==> config.mk <==
export PLATFORM = sky130hd
export DESIGN_NAME = dmem_access_ctrl
export DESIGN_NICKNAME = d
export VERILOG_FILES = /design/src/rtl/dmem_access_ctrl.sv
export SDC_FILE = /design/constraint.sdc
export NUM_CORES = 1
export LEC_CHECK = 0
export CORE_ASPECT_RATIO = 0.7
export CORE_UTILIZATION = 39
export DETAILED_ROUTE_END_ITERATION = 8
export GPL_ROUTABILITY_DRIVEN = 0
export MAX_ROUTING_LAYER = met4
export PLACE_DENSITY = 0.76
export REMOVE_ABC_BUFFERS = 1
export SETUP_SLACK_MARGIN = 0.15
export SLEW_MARGIN = 20
export SYNTH_ARGS = -nofsm -noshare
export SYNTH_HDL_FRONTEND = slang
export SYNTH_SLANG_ARGS = --single-unit
==> constraint.sdc <==
create_clock -name clk -period 1.55 [get_ports clk]
set_clock_uncertainty 0.15 [all_clocks]
set_input_delay 0.2325 -clock clk [delete_from_list [all_inputs] [get_ports clk]]
set_output_delay 0.2325 -clock clk [all_outputs]
set_load 0.1 [all_outputs]
==> src/rtl/dmem_access_ctrl.sv <==
// Load/store sequencer between the MEM stage and a byte-addressed data memory.
// Build option: define DMEM_MISALIGN_TRAP_EN to reject misaligned half/word accesses.
//
// state | meaning
// ------+----------------------------------------------------------
// IDLE  | ready for a request, memory bus quiet
// RD    | memory read of the latched address, word captured at exit
// WR    | full-word write of merged data (RMW or plain word store)
// RESP  | response presented until resp_ready

module dmem_access_ctrl #(
    parameter int MEM_BYTES = 1024,
    parameter int ADDR_W    = 32
) (
    input  logic              clk,
    input  logic              resetn,
    input  logic              req_valid,
    output logic              req_ready,
    input  logic              req_we,
    input  logic [1:0]        req_size,
    input  logic              req_unsigned,
    input  logic [ADDR_W-1:0] req_addr,
    input  logic [31:0]       req_wdata,
    output logic              resp_valid,
    input  logic              resp_ready,
    output logic [31:0]       resp_rdata,
    output logic              resp_err,
    output logic [ADDR_W-1:0] mem_addr,
    output logic [31:0]       mem_wdata,
    output logic              mem_we,
    output logic              mem_re,
    input  logic [31:0]       mem_rdata
);

    typedef enum logic [1:0] {
        ST_IDLE = 2'd0,
        ST_RD   = 2'd1,
        ST_WR   = 2'd2,
        ST_RESP = 2'd3
    } state_t;

    localparam logic [ADDR_W-1:0] ADDR_MAX = ADDR_W'(MEM_BYTES - 4);

    state_t            state, state_nxt;
    logic [ADDR_W-1:0] addr_q;
    logic [1:0]        size_q;
    logic              we_q;
    logic              uns_q;
    logic [31:0]       wdata_q;
    logic              err_q;
    logic [31:0]       rword_q;

    logic              misalign;
    logic              req_err;
    logic              accept;
    logic [31:0]       merged;
    logic [31:0]       load_ext;
    logic              sgn;

`ifdef DMEM_MISALIGN_TRAP_EN
    assign misalign = ((req_size == 2'b01) && req_addr[0]) ||
                      ((req_size == 2'b10) && (req_addr[1:0] != 2'b00));
`else
    assign misalign = 1'b0;
`endif

    assign req_err = (req_size == 2'b11) || (req_addr > ADDR_MAX) || misalign;
    assign accept  = (state == ST_IDLE) && req_valid;

    // Store lanes replace only the low bytes of the word fetched in RD.
    always_comb begin
        merged = wdata_q;
        case (size_q)
            2'b00:   merged = {rword_q[31:8], wdata_q[7:0]};
            2'b01:   merged = {rword_q[31:16], wdata_q[15:0]};
            default: merged = wdata_q;
        endcase
    end

    always_comb begin
        load_ext = rword_q;
        sgn      = 1'b0;
        case (size_q)
            2'b00: begin
                sgn      = ~uns_q & rword_q[7];
                load_ext = {{24{sgn}}, rword_q[7:0]};
            end
            2'b01: begin
                sgn      = ~uns_q & rword_q[15];
                load_ext = {{16{sgn}}, rword_q[15:0]};
            end
            default: load_ext = rword_q;
        endcase
    end

    always_ff @(posedge clk or negedge resetn) begin
        if (!resetn) begin
            state <= ST_IDLE;
        end else begin
            state <= state_nxt;
        end
    end

    always_comb begin
        state_nxt  = state;
        req_ready  = 1'b0;
        resp_valid = 1'b0;
        resp_err   = 1'b0;
        resp_rdata = 32'h0;
        mem_addr   = '0;
        mem_wdata  = 32'h0;
        mem_we     = 1'b0;
        mem_re     = 1'b0;
        case (state)
            ST_IDLE: begin
                req_ready = resetn;
                if (req_valid) begin
                    if (req_err) begin
                        state_nxt = ST_RESP;
                    end else if (req_we && (req_size == 2'b10)) begin
                        state_nxt = ST_WR;
                    end else begin
                        state_nxt = ST_RD;
                    end
                end
            end
            ST_RD: begin
                mem_re    = 1'b1;
                mem_addr  = addr_q;
                state_nxt = we_q ? ST_WR : ST_RESP;
            end
            ST_WR: begin
                mem_we    = 1'b1;
                mem_addr  = addr_q;
                mem_wdata = merged;
                state_nxt = ST_RESP;
            end
            ST_RESP: begin
                resp_valid = 1'b1;
                resp_err   = err_q;
                resp_rdata = (err_q || we_q) ? 32'h0 : load_ext;
                if (resp_ready) begin
                    state_nxt = ST_IDLE;
                end
            end
            default: state_nxt = ST_IDLE;
        endcase
    end

    always_ff @(posedge clk or negedge resetn) begin
        if (!resetn) begin
            addr_q  <= '0;
            size_q  <= 2'b00;
            we_q    <= 1'b0;
            uns_q   <= 1'b0;
            wdata_q <= 32'h0;
            err_q   <= 1'b0;
            rword_q <= 32'h0;
        end else begin
            if (accept) begin
                addr_q  <= req_addr;
                size_q  <= req_size;
                we_q    <= req_we;
                uns_q   <= req_unsigned;
                wdata_q <= req_wdata;
                err_q   <= req_err;
            end
            if (state == ST_RD) begin
                rword_q <= mem_rdata;
            end
        end
    end

endmodule

* Word-level counts from Yosys, hierarchy flattened
Index checks and enable logic that the tools add are counted.
W data, S select, Z words.
** Storage, ports and cells
- Word-level logic and storage cells :: 45
- Output and inout bits :: 101
- Register bits after elaboration :: 103
- Bits of input ports :: 104
** Cells by class
- Reductions and logical operators :: 8
- Eq/ne operators :: 8
- $lt $le $gt $ge :: 1
- Muxes and demuxes :: 17
- Bitwise gates (word level) :: 3
** Operator list (count)
- $mux W32 :: 4
- $pmux W32 S2 :: 2
- $gt A32 B10 Y1 const B :: 1
- $eq A2 B2 Y1 const B :: 4
- $mux W2 :: 4
- $pmux W2 S4 :: 1
- $mux W1 :: 6
- $eq A2 B1 Y1 const B :: 2
- $logic_not A2 Y1 :: 2
- $ne A2 B2 Y1 const B :: 2
- $and A1 B1 Y1 :: 2
- $logic_and A1 B1 Y1 :: 2
- $logic_or A1 B1 Y1 :: 2
- $reduce_and A2 Y1 :: 1
- $reduce_or A2 Y1 :: 1
- $not A1 Y1 :: 1

* Logic depth before layout (Yosys ltp)
- Depth after elaboration :: 6
- Gate-level depth with buffers :: 6
- Mapped depth without buffers :: 6

* Least setup slack after synthesis
No wires, ideal clock.
- Kind :: reg2out
- From :: register state[0]
- To :: output port mem_wdata[10]
- Path slack :: -2694 ps
- Data arrival time :: 3861 ps
- Required time :: 1167 ps
- Cell stages (with the launch flop) :: 5
- Path buffers :: 1
- Cell sequence :: dfrtp_1 -> inv_1 -> ha_1 -> clkbuf_1 -> a21boi_0
** Between the ends
- Cells in the longest elaborated chain, start to end :: 2
** Ends and longest elaborated chain
- start: declaration :: RTL line 44 : state_t state, state_nxt;
- start signal: assignment :: RTL line 100 : state <= state_nxt;
- $eq A2 B2 Y1 :: RTL line 114 : case (state)
- $mux W32 :: RTL line 114
- end: declaration :: RTL line 29 : output logic [31:0] mem_wdata,
No other way between the ends.

* Worst setup path after layout
- From :: register state[1]
- To :: output port resp_rdata[14]
** Between the ends
- Cells in the longest elaborated chain, start to end :: 2
** Ends and longest elaborated chain
- $eq A2 B2 Y1 :: RTL line 114
- $mux W32 :: RTL line 114
- end: declaration :: RTL line 26 : output logic [31:0] resp_rdata,
No other way between the ends.

==> results.md <==
- Status: complete, but fails checks
- Failing checks: negative setup slack
- Mapped Cells: 445
- Initial antenna violation count: 0
- H-tree levels: 3
- Largest net degree at the start of global routing: roughly 100
- Area Overhead vs Synth: 99.1%
- HP Class: in -> reg
- Antenna cell count: 0
- Vias in the first global route: about 4.8k
- Routed Antenna Nets: 0
- Worst slew pin tran: between 0.5 and 0.6 ns
- Share of layout cells above drive strength 1: between 50% and 60%
- # fillers: ~700
- RSZ-0062 raised after global routing: yes
- Residual DRC: 0
- Crit path arrival time: ~1.9 ns
- Die X: roughly 140 um
- Detailed Place HPWL: 10,700 um
- Starting Density: roughly 40%
- Yosys top cell area share: about 50%
- Num CTS Buffers: 9
- I/O Pins: a little over 200
- Row count: 34
- Post-synthesis async set-or-reset flop share: 100%
- Syn_area_per_cell: about 11 um2
- Post-synth top area cell: dfrtp_1
- Crit path time final: between 2 and 2.5 ns
- Fin cells: a little under 900
- Max cap viols: 0
- Most frequent cells in the layout: 115 x buf_12, 102 x dfrtp_1, 102 x clkdlybuf4s50_1
- Setup ws final: -0.702 ns
- Die area: roughly 13,000 um2
- R2R cell count: 8
- Sequential share of the synthesized area: between 50% and 60%
- Worst setup EP type: output port
- Synth warn: 0
- F_max: ~0.44 GHz
- Cells after DPL: approximately 830
- Synth Flop Type: dfrtp_1
- Synth unique cells: 32
- Number of flops mapped to enable cells by yosys: 0
- Core area: between 10,000 and 15,000 um2
- # port buffers: around 200
- Wirelength per Cell: ~20 um
- Worst setup path class: reg -> out
- DIE HEIGHT: 97.1 um
- Hold endpoint: rword_q[23]$_DFFE_PN0P_
- Sink Count: about 100
- Clock Tree Buf Depth: 2
- Hold depth: 3
- Global Route Usage Sum: between 20 and 30%
- Post-placement cell area: about 8600 um2
- Total Wirelength: between 15,000 and 20,000 um
- DR iter-0 viols: 140
- Rel. slew slack: between 60% and 70%
- # setup viols final: 204
- First-pass GRT wire length: between 20,000 and 30,000 um
- Reg clk slew, reported paths: around 0.080 ns
- RR Startpoint: state[1]$_DFFE_PN0P_
- CTS tree: yes
- Max FO, Critical Path: 8
- Slew Limit Fails: 0
- Most common cell after layout, fill and taps aside: buf_12
- Post-place setup slack: -0.476 ns
- Final Hold Viols: 0
- Vias/cell: between 5 and 6
- Hold Crit Start: mem_rdata[23]
- Post-Synthesis Cell Area: about 5000 um2
- Final worst-path cycle share: 145%
- Worst reg2reg setup slack: -0.47 ns
- Flops & latches, synth: between 100 and 150
- Worst skew pair latency: 0.35 ns
- Startpoint types: flip-flop
- Via count: ~4.5k
- Synth area leaders: dfrtp_1 51%, mux2_2 19%, and2_1 6.2%
- Worst reg2reg path endpoint: state[0]$_DFFE_PN0P_
- CP required: around 1.2 ns
- Fin nets: a little over 800
- Global route overflow: 0
- Pre-antenna DRT Iters: 4
- Non-Filler Cell Area, Final: about 10,000 um2
- Root Driver: clkbuf_16
==> repair_timing <==
action	in CTS	in global routing
cloned	6	5
setup endpoints to repair	204	204
hold endpoints to repair	103	0
pin swaps	2	7
buffers inserted	13	6
gates resized for setup	134	51
hold buffers	1	0
==> worst max-delay path, cell delays in order (launching register included) <==
cell	delay, ns
dfrtp_1	0.36
ha_2	0.20
inv_2	0.06
or3_4	0.50
a21oi_4	0.20
buf_12	0.19
==> worst max path at each step <==
stage | endpoint | start | cells past startpoint | slack (ns)
final | resp_rdata[14] | state[1]$_DFFE_PN0P_ | 5 | -0.70
after global routing | resp_rdata[14] | state[1]$_DFFE_PN0P_ | 5 | -0.76
after CTS | resp_rdata[15] | state[1]$_DFFE_PN0P_ | 5 | -0.71
after detailed placement | resp_rdata[15] | state[1]$_DFFE_PN0P_ | 5 | -0.48
after global placement | state[0]$_DFFE_PN0P_ | req_addr[30] | 5 | -0.42
after floorplan | mem_wdata[10] | state[0]$_DFFE_PN0P_ | 3 | -2.76
==> routing by layer <==
layer	share of wire, %	GRT usage [%]	vias to the layer above
li1	-	-	2046
met1	41	31.6	2265
met2	50	40.9	168
met3	6.9	7.41	28
met4	1.8	7.44	0
met5	0	-	-
==> cell usage after synthesis, types with 2 or more instances <==
cell type / instances
a211oi_1: 2
a21boi_0: 8
a21oi_1: 24
and2_1: 50
buf_2: 12
buf_4: 3
buf_6: 2
clkbuf_1: 8
dfrtp_1: 103
ha_1: 5
inv_1: 21
mux2_2: 84
mux2i_1: 17
nand2_1: 46
nand4_1: 3
nor2_1: 3
nor2b_1: 16
nor3_1: 2
nor4_1: 3
nor4_2: 4
o21ai_0: 17
o31ai_1: 2
==> layout make-up <==
cell class	instances	area, um2	share of cell area (%)
timing repair buffer	279	4030	40.1
multi-input combinational	295	2860	28.5
sequential	103	2580	25.7
clock buffer	9	225	2.24
tap	162	203	2.02
inverter	21	82.6	0.823
clock inverter	7	63.8	0.636
==> sequential cells by signal, summed over array words and instances (netlist names) <==
name and cells:
size_q 2, we_q 1, rword_q 32, addr_q 32
err_q 1, wdata_q 32, state 2, uns_q 1
==> kinds of logic after synthesis <==
group           synth area share (%)
compound gates                  6.16
simple gates                    15.0
fa+ha+maj                       1.24
flops                           51.1
buf+inv                         4.32
mux                             22.1
==> stage by stage <==
step / TNS [ns] / hold slack [ns] / util, %
after floorplan: -279.83 / -0.213 / -
after global placement: -39.88 / 0.220 / 68.6
after detailed placement: -49.80 / 0.231 / 68.6
after CTS: -97.20 / 0.277 / 76.9
after global routing: -113.33 / 0.298 / 80.3
final: -99.86 / 0.288 / 80.3
Power of run 1 is not shown: default switching activity piles up to over one toggle a cycle in this logic, so the estimate is an artifact.
